[config.mk]
export PLATFORM = sky130hd
export DESIGN_NAME = johnson_code_decode
export DESIGN_NICKNAME = d
export VERILOG_FILES = /design/src/rtl/johnson_pkg.sv /design/src/rtl/johnson_code_decode.sv
export SDC_FILE = /design/constraint.sdc
export NUM_CORES = 1
export LEC_CHECK = 0
export ABC_CLOCK_PERIOD_IN_PS = 800
export BUFFER_PORTS_ARGS = -buffer_cell sky130_fd_sc_hd__clkbuf_2
export CAP_MARGIN = 10
export CORE_AREA = 2 2 39 41
export DETAILED_ROUTE_END_ITERATION = 12
export DIE_AREA = 0 0 41 43
export GPL_TIMING_DRIVEN = 1
export SYNTH_ARGS = -nofsm -noshare
export SYNTH_HDL_FRONTEND = slang
export SYNTH_SLANG_ARGS = --single-unit
[constraint.sdc]
create_clock -name vclk -period 0.8
set_input_delay 0.04 -clock vclk [all_inputs]
set_output_delay 0.04 -clock vclk [all_outputs]
set_load 0.03 [all_outputs]
[src/rtl/johnson_pkg.sv]
// Shared definitions for Johnson-code consumers: FSM encoding, code table and index width.
package johnson_pkg;

  typedef enum logic {
    HUNT   = 1'b0,
    LOCKED = 1'b1
  } jstate_t;

  // Width of a binary phase index for a W-bit Johnson code (2*W phases).
  function automatic int johnson_idx_w(input int w);
    return (2 * w > 1) ? $clog2(2 * w) : 1;
  endfunction

  // J(k): k ones filling from the LSB, then zeros filling from the LSB.
  function automatic logic [31:0] johnson_code(input int k, input int w);
    logic [31:0] full;
    full = (32'd1 << w) - 32'd1;
    if (k <= w) begin
      return (32'd1 << k) - 32'd1;
    end
    return full & ~((32'd1 << (k - w)) - 32'd1);
  endfunction

endpackage

[src/rtl/johnson_code_decode.sv]
// Combinational Johnson code to {legal, phase index} decoder.
module johnson_code_decode
  import johnson_pkg::*;
#(
  parameter int W  = 4,
  parameter int IW = johnson_idx_w(W)
) (
  input  logic [W-1:0]  code_i,
  output logic          legal_o,
  output logic [IW-1:0] index_o
);

  always_comb begin
    legal_o = 1'b0;
    index_o = '0;
    for (int k = 0; k < 2 * W; k++) begin
      if ({{(32 - W){1'b0}}, code_i} == johnson_code(k, W)) begin
        legal_o = 1'b1;
        index_o = IW'(k);
      end
    end
  end

endmodule

Yosys cells after proc, flatten, opt, wreduce, memory -nomap -nowiden
Index checks and enable logic that the tools add are counted.
Widths: inputs -> output; s select.
Cells by class
  equality and inequality tests: 7
  muxes and demuxes: 15
  reductions and logical operators: 1
Operators with widths (number)
  $logic_not 32->1: 1
  $mux 3: 6
  $eq 4x4->1 const B: 4
  $mux 1: 9
  $eq 4x1->1 const B: 1
  $eq 4x2->1 const B: 1
  $eq 4x3->1 const B: 1
Word-level totals
  bits in registers: 0
  input port bits: 4

Logic depth before layout (Yosys ltp)
  depth in word-level cells: 9
  gate-level depth with buffers: 2
  mapped depth without buffers: 2

Least setup slack after synthesis
OpenSTA, ideal clock, no wires.
  path kind: in2out
  start: input code_i[3]
  end: output legal_o
  data arrival time: 0.831 ns
  data required time: 0.760 ns
  path slack: -0.071 ns
  stages on the path: 2
  path buffers: 0
  cell sequence: mux2_1 mux2i_1
Between the ends
  word-level cells in the longest chain between the ends: 9
  elaborated cells on any way between the ends: 16
  classes of those cells: eq/ne: 7; mux: 8; reduce/logical: 1
Ends and longest elaborated chain
  start: declaration: line johnson_code_decode.sv:8  | input logic [W-1:0] code_i,
  $logic_not 32->1: line johnson_code_decode.sv:17  | if ({{(32 - W){1'b0}}, code_i} == johnson_code(k, W)) begin
  $mux 1 (7 in a row): line johnson_code_decode.sv:17
  $mux 1 (*): line johnson_code_decode.sv:17
  end: declaration: line johnson_code_decode.sv:9  | output logic legal_o,
Mark *: on every way between the ends. The rest lies on a longest branch, timed or not.

Worst setup path in the final report
  start: input code_i[3]
  end: output index_o[1]
Between the ends
  word-level cells in the longest chain between the ends: 7
  elaborated cells on any way between the ends: 12
  classes of those cells: eq/ne: 6; mux: 6
Ends and longest elaborated chain
  $eq 4x2->1: line johnson_code_decode.sv:17
  $mux 3 (5 in a row): line johnson_code_decode.sv:17
  $mux 3 (*): line johnson_code_decode.sv:17
  end: declaration: line johnson_code_decode.sv:10  | output logic [IW-1:0] index_o
Marks and branches as above.

==> results.md <==
Layout:
- In the final design database the tool counted 28 nets.
- The share of cells above drive strength 1 is 63.6%.
- Summing all flip-flop and latch instances after layout gives 0 um2.
- The number of sequential cells is 0.
- The clock buffers instantiated in the layout total 0.
- Compared with the post-synthesis result, the final layout area differs by 146%.
- Once layout is complete, the utilization of the core stands at 15.1%.
- The number of antenna diodes in the final layout is 0.
- The finished layout holds 38 standard cells, fillers aside.

GRT:
- The number of global-route vias before repair is 111.
- Entering global routing, the biggest net connects 6 pins.
- The number of antenna violations at the first check in global routing is 0.
- The global-route wire length before repair is 393 um.
- For this run, the total global-route usage over all layers was measured as 2.90%.
- The overflow left after global routing is 0.

Timing:
- Based on the critical path, the design can be clocked at up to 1240 MHz.
- The transition time at the pin with the least slew margin is 0.170 ns.
- The number of slew-limit violations in the final report is 0.
- The count of final hold-check violations was 0.
- Across all hold checks on the routed design, the worst slack comes to 0.465 ns.
- In this run the tightest slew margin relative to its limit is 88.4%.
- The shortest clock period the worst path allows after layout is 0.808 ns.
- Setup repair after global routing could not meet its margin everywhere.
- In the post-route analysis, the smallest setup slack over all paths is -0.00815 ns.
- The post-route fraction of the period consumed by the critical path is 101%.
- Setup violations remaining at the end of the flow were counted as 2.

Flow run:
- The max-capacitance violation count is 0.

Floorplan:
- The initialized floorplan defines 14 standard-cell rows.
- The die covers 1760 um2.
- The area of the placeable core is 1380 um2.
- The die height is 43 um.
- In this run the count of I/O pins placed on the die edge is 8.
- The effective utilization at floorplan is 6.15%.
- From left edge to right edge, the die measures 41 um.

Placed design:
- At the end of routability-driven placement, the weighted congestion stood at 0.418.
- The placed instance count is 38.
- The detailed placement HPWL is 239 um.
- Buffers placed on the I/O ports in this run total 8.

Outcome:
- The final reports fail on negative setup slack.
- The run finished, with violations left.

Synth:
- The share of the Yosys chip area taken by registers is 0%.
- After technology mapping, the gate count stands at 11.
- The number of nets handed over by synthesis was 15.
- The total standard cell area after synthesis is 85.1 um2.
- The number of synthesis warnings is 0.
- A synthesized cell averages 7.73 um2.
- The distinct cell type count after synthesis is 8.

Drt:
- In the routed design, unresolved DRC markers number 0.
- The first-pass iteration count of the detailed router is 1.
- After the first detailed-routing iteration, the DRC count stood at 0.
- After detailed routing, the average wire length per cell comes to 8.61 um.
- In this run the remaining antenna-violating nets after routing total 0.
- Detailed routing inserted a total of 128 vias.
- The ratio of routed vias to standard cells is 3.37.
- The routed design has 327 um of wire.

Min path:
- The worst hold-check path type is input port to primary output.

Power and ir drop:
- The leakage power summed over all cells is 0.105 nW.
- Power comes to 146 uW.
- The largest vdd supply drop is 0.0995 mV.
- In this run the power density over the cells is 697 nW/um2.

Worst setup path:
- At the worst endpoint, the arrival time is 0.77 ns.
- The kind of critical path is input port to primary output.
- The worst-path maximum fanout is 4.
- STA classifies the critical path endpoint as a primary output.
- The worst setup path is launched from an input port.
- For the worst setup path, the data required time is 0.76 ns.

Clock tree:
- The number of buffers added for setup after CTS is 0.
-- worst max-delay path: stages --
cell and delay (ns):
sky130_fd_sc_hd__buf_6 0.09, sky130_fd_sc_hd__buf_4 0.14, sky130_fd_sc_hd__nand2b_4 0.14, sky130_fd_sc_hd__mux2i_1 0.17
sky130_fd_sc_hd__buf_4 0.19
-- power by group --
group	internal, mW	switching [mW]	total [mW]
clock	0	0	0
combinational	0.0730	0.0727	0.146
sequential	0	0	0
-- routing by layer --
layer  share of wire, %  wire length (um)  vias to the layer above  GRT usage [%]
li1                   -                 -                       61              -
met1                 30                99                       59           1.27
met2                 58               191                        8           7.81
met3                 11                36                        0              0
met4                  0                 0                        0              0
met5                  0                 0                        -              0
-- what timing repair did --
action,4_1_cts,5_1_grt
setup endpoints to repair,3,4
hold buffers,0,0
resized for setup,5,9
endpoints found under the hold margin,0,0
-- kinds of logic after synthesis --
kind of cell	after synthesis	share of synthesized area, %
compound gates	2	14.7
mux	4	48.5
xor+xnor	1	10.3
simple gates	4	26.5
-- synthesized netlist by cell type (all sizes together) --
cell	instances	area [um2]
mux2	1	11.3
nand2	1	3.75
or2	1	6.26
a21boi	1	7.51
a21oi	1	5.00
mux2i	3	30.0
xor2	1	8.76
nand2b	2	12.5
-- layout make-up --
| cell class | count | area, um2 |
|---|---|---|
| Multi-Input combinational cell | 11 | 100 |
| Fill cell | 151 | 1170 |
| Timing Repair Buffer | 11 | 88.8 |
| Tap cell | 16 | 20.0 |
-- final timing paths --
check	start	endpoint	slack, ns	cells after the start
worst min-delay path	code_i[0]	index_o[0]	0.46	4
worst max-delay path	code_i[3]	index_o[1]	-0.008	5
-- layout by cell type (no fill, tap or decap) --
| master | netlist | layout |
|---|---|---|
| sky130_fd_sc_hd__clkbuf_8 | 0 | 1 |
| sky130_fd_sc_hd__xor2_1 | 1 | 1 |
| sky130_fd_sc_hd__nand2_1 | 1 | 1 |
| sky130_fd_sc_hd__a21oi_1 | 1 | 1 |
| sky130_fd_sc_hd__buf_6 | 0 | 2 |
| sky130_fd_sc_hd__clkbuf_2 | 0 | 2 |
| sky130_fd_sc_hd__a21boi_1 | 1 | 1 |
| sky130_fd_sc_hd__mux2_4 | 0 | 1 |
| sky130_fd_sc_hd__buf_2 | 0 | 1 |
| sky130_fd_sc_hd__nand2b_1 | 2 | 1 |
| sky130_fd_sc_hd__buf_4 | 0 | 5 |
| sky130_fd_sc_hd__nand2b_4 | 0 | 1 |
| sky130_fd_sc_hd__or2_1 | 1 | 1 |
| sky130_fd_sc_hd__mux2i_1 | 3 | 2 |
| sky130_fd_sc_hd__mux2i_2 | 0 | 1 |
-- metrics by stage --
stage / setup TNS (ns) / area [um2] / setup slack, ns
2_1_floorplan: 0 / 88.8 / 0.0103
3_3_place_gp: -0.0672 / 171 / -0.0672
3_5_place_dp: -0.108 / 171 / -0.0818
4_1_cts: -0.0301 / 189 / -0.0215
5_1_grt: -0.0947 / 209 / -0.0655
6_report: -0.00947 / 209 / -0.00815
(Power assumes the default switching activity.)
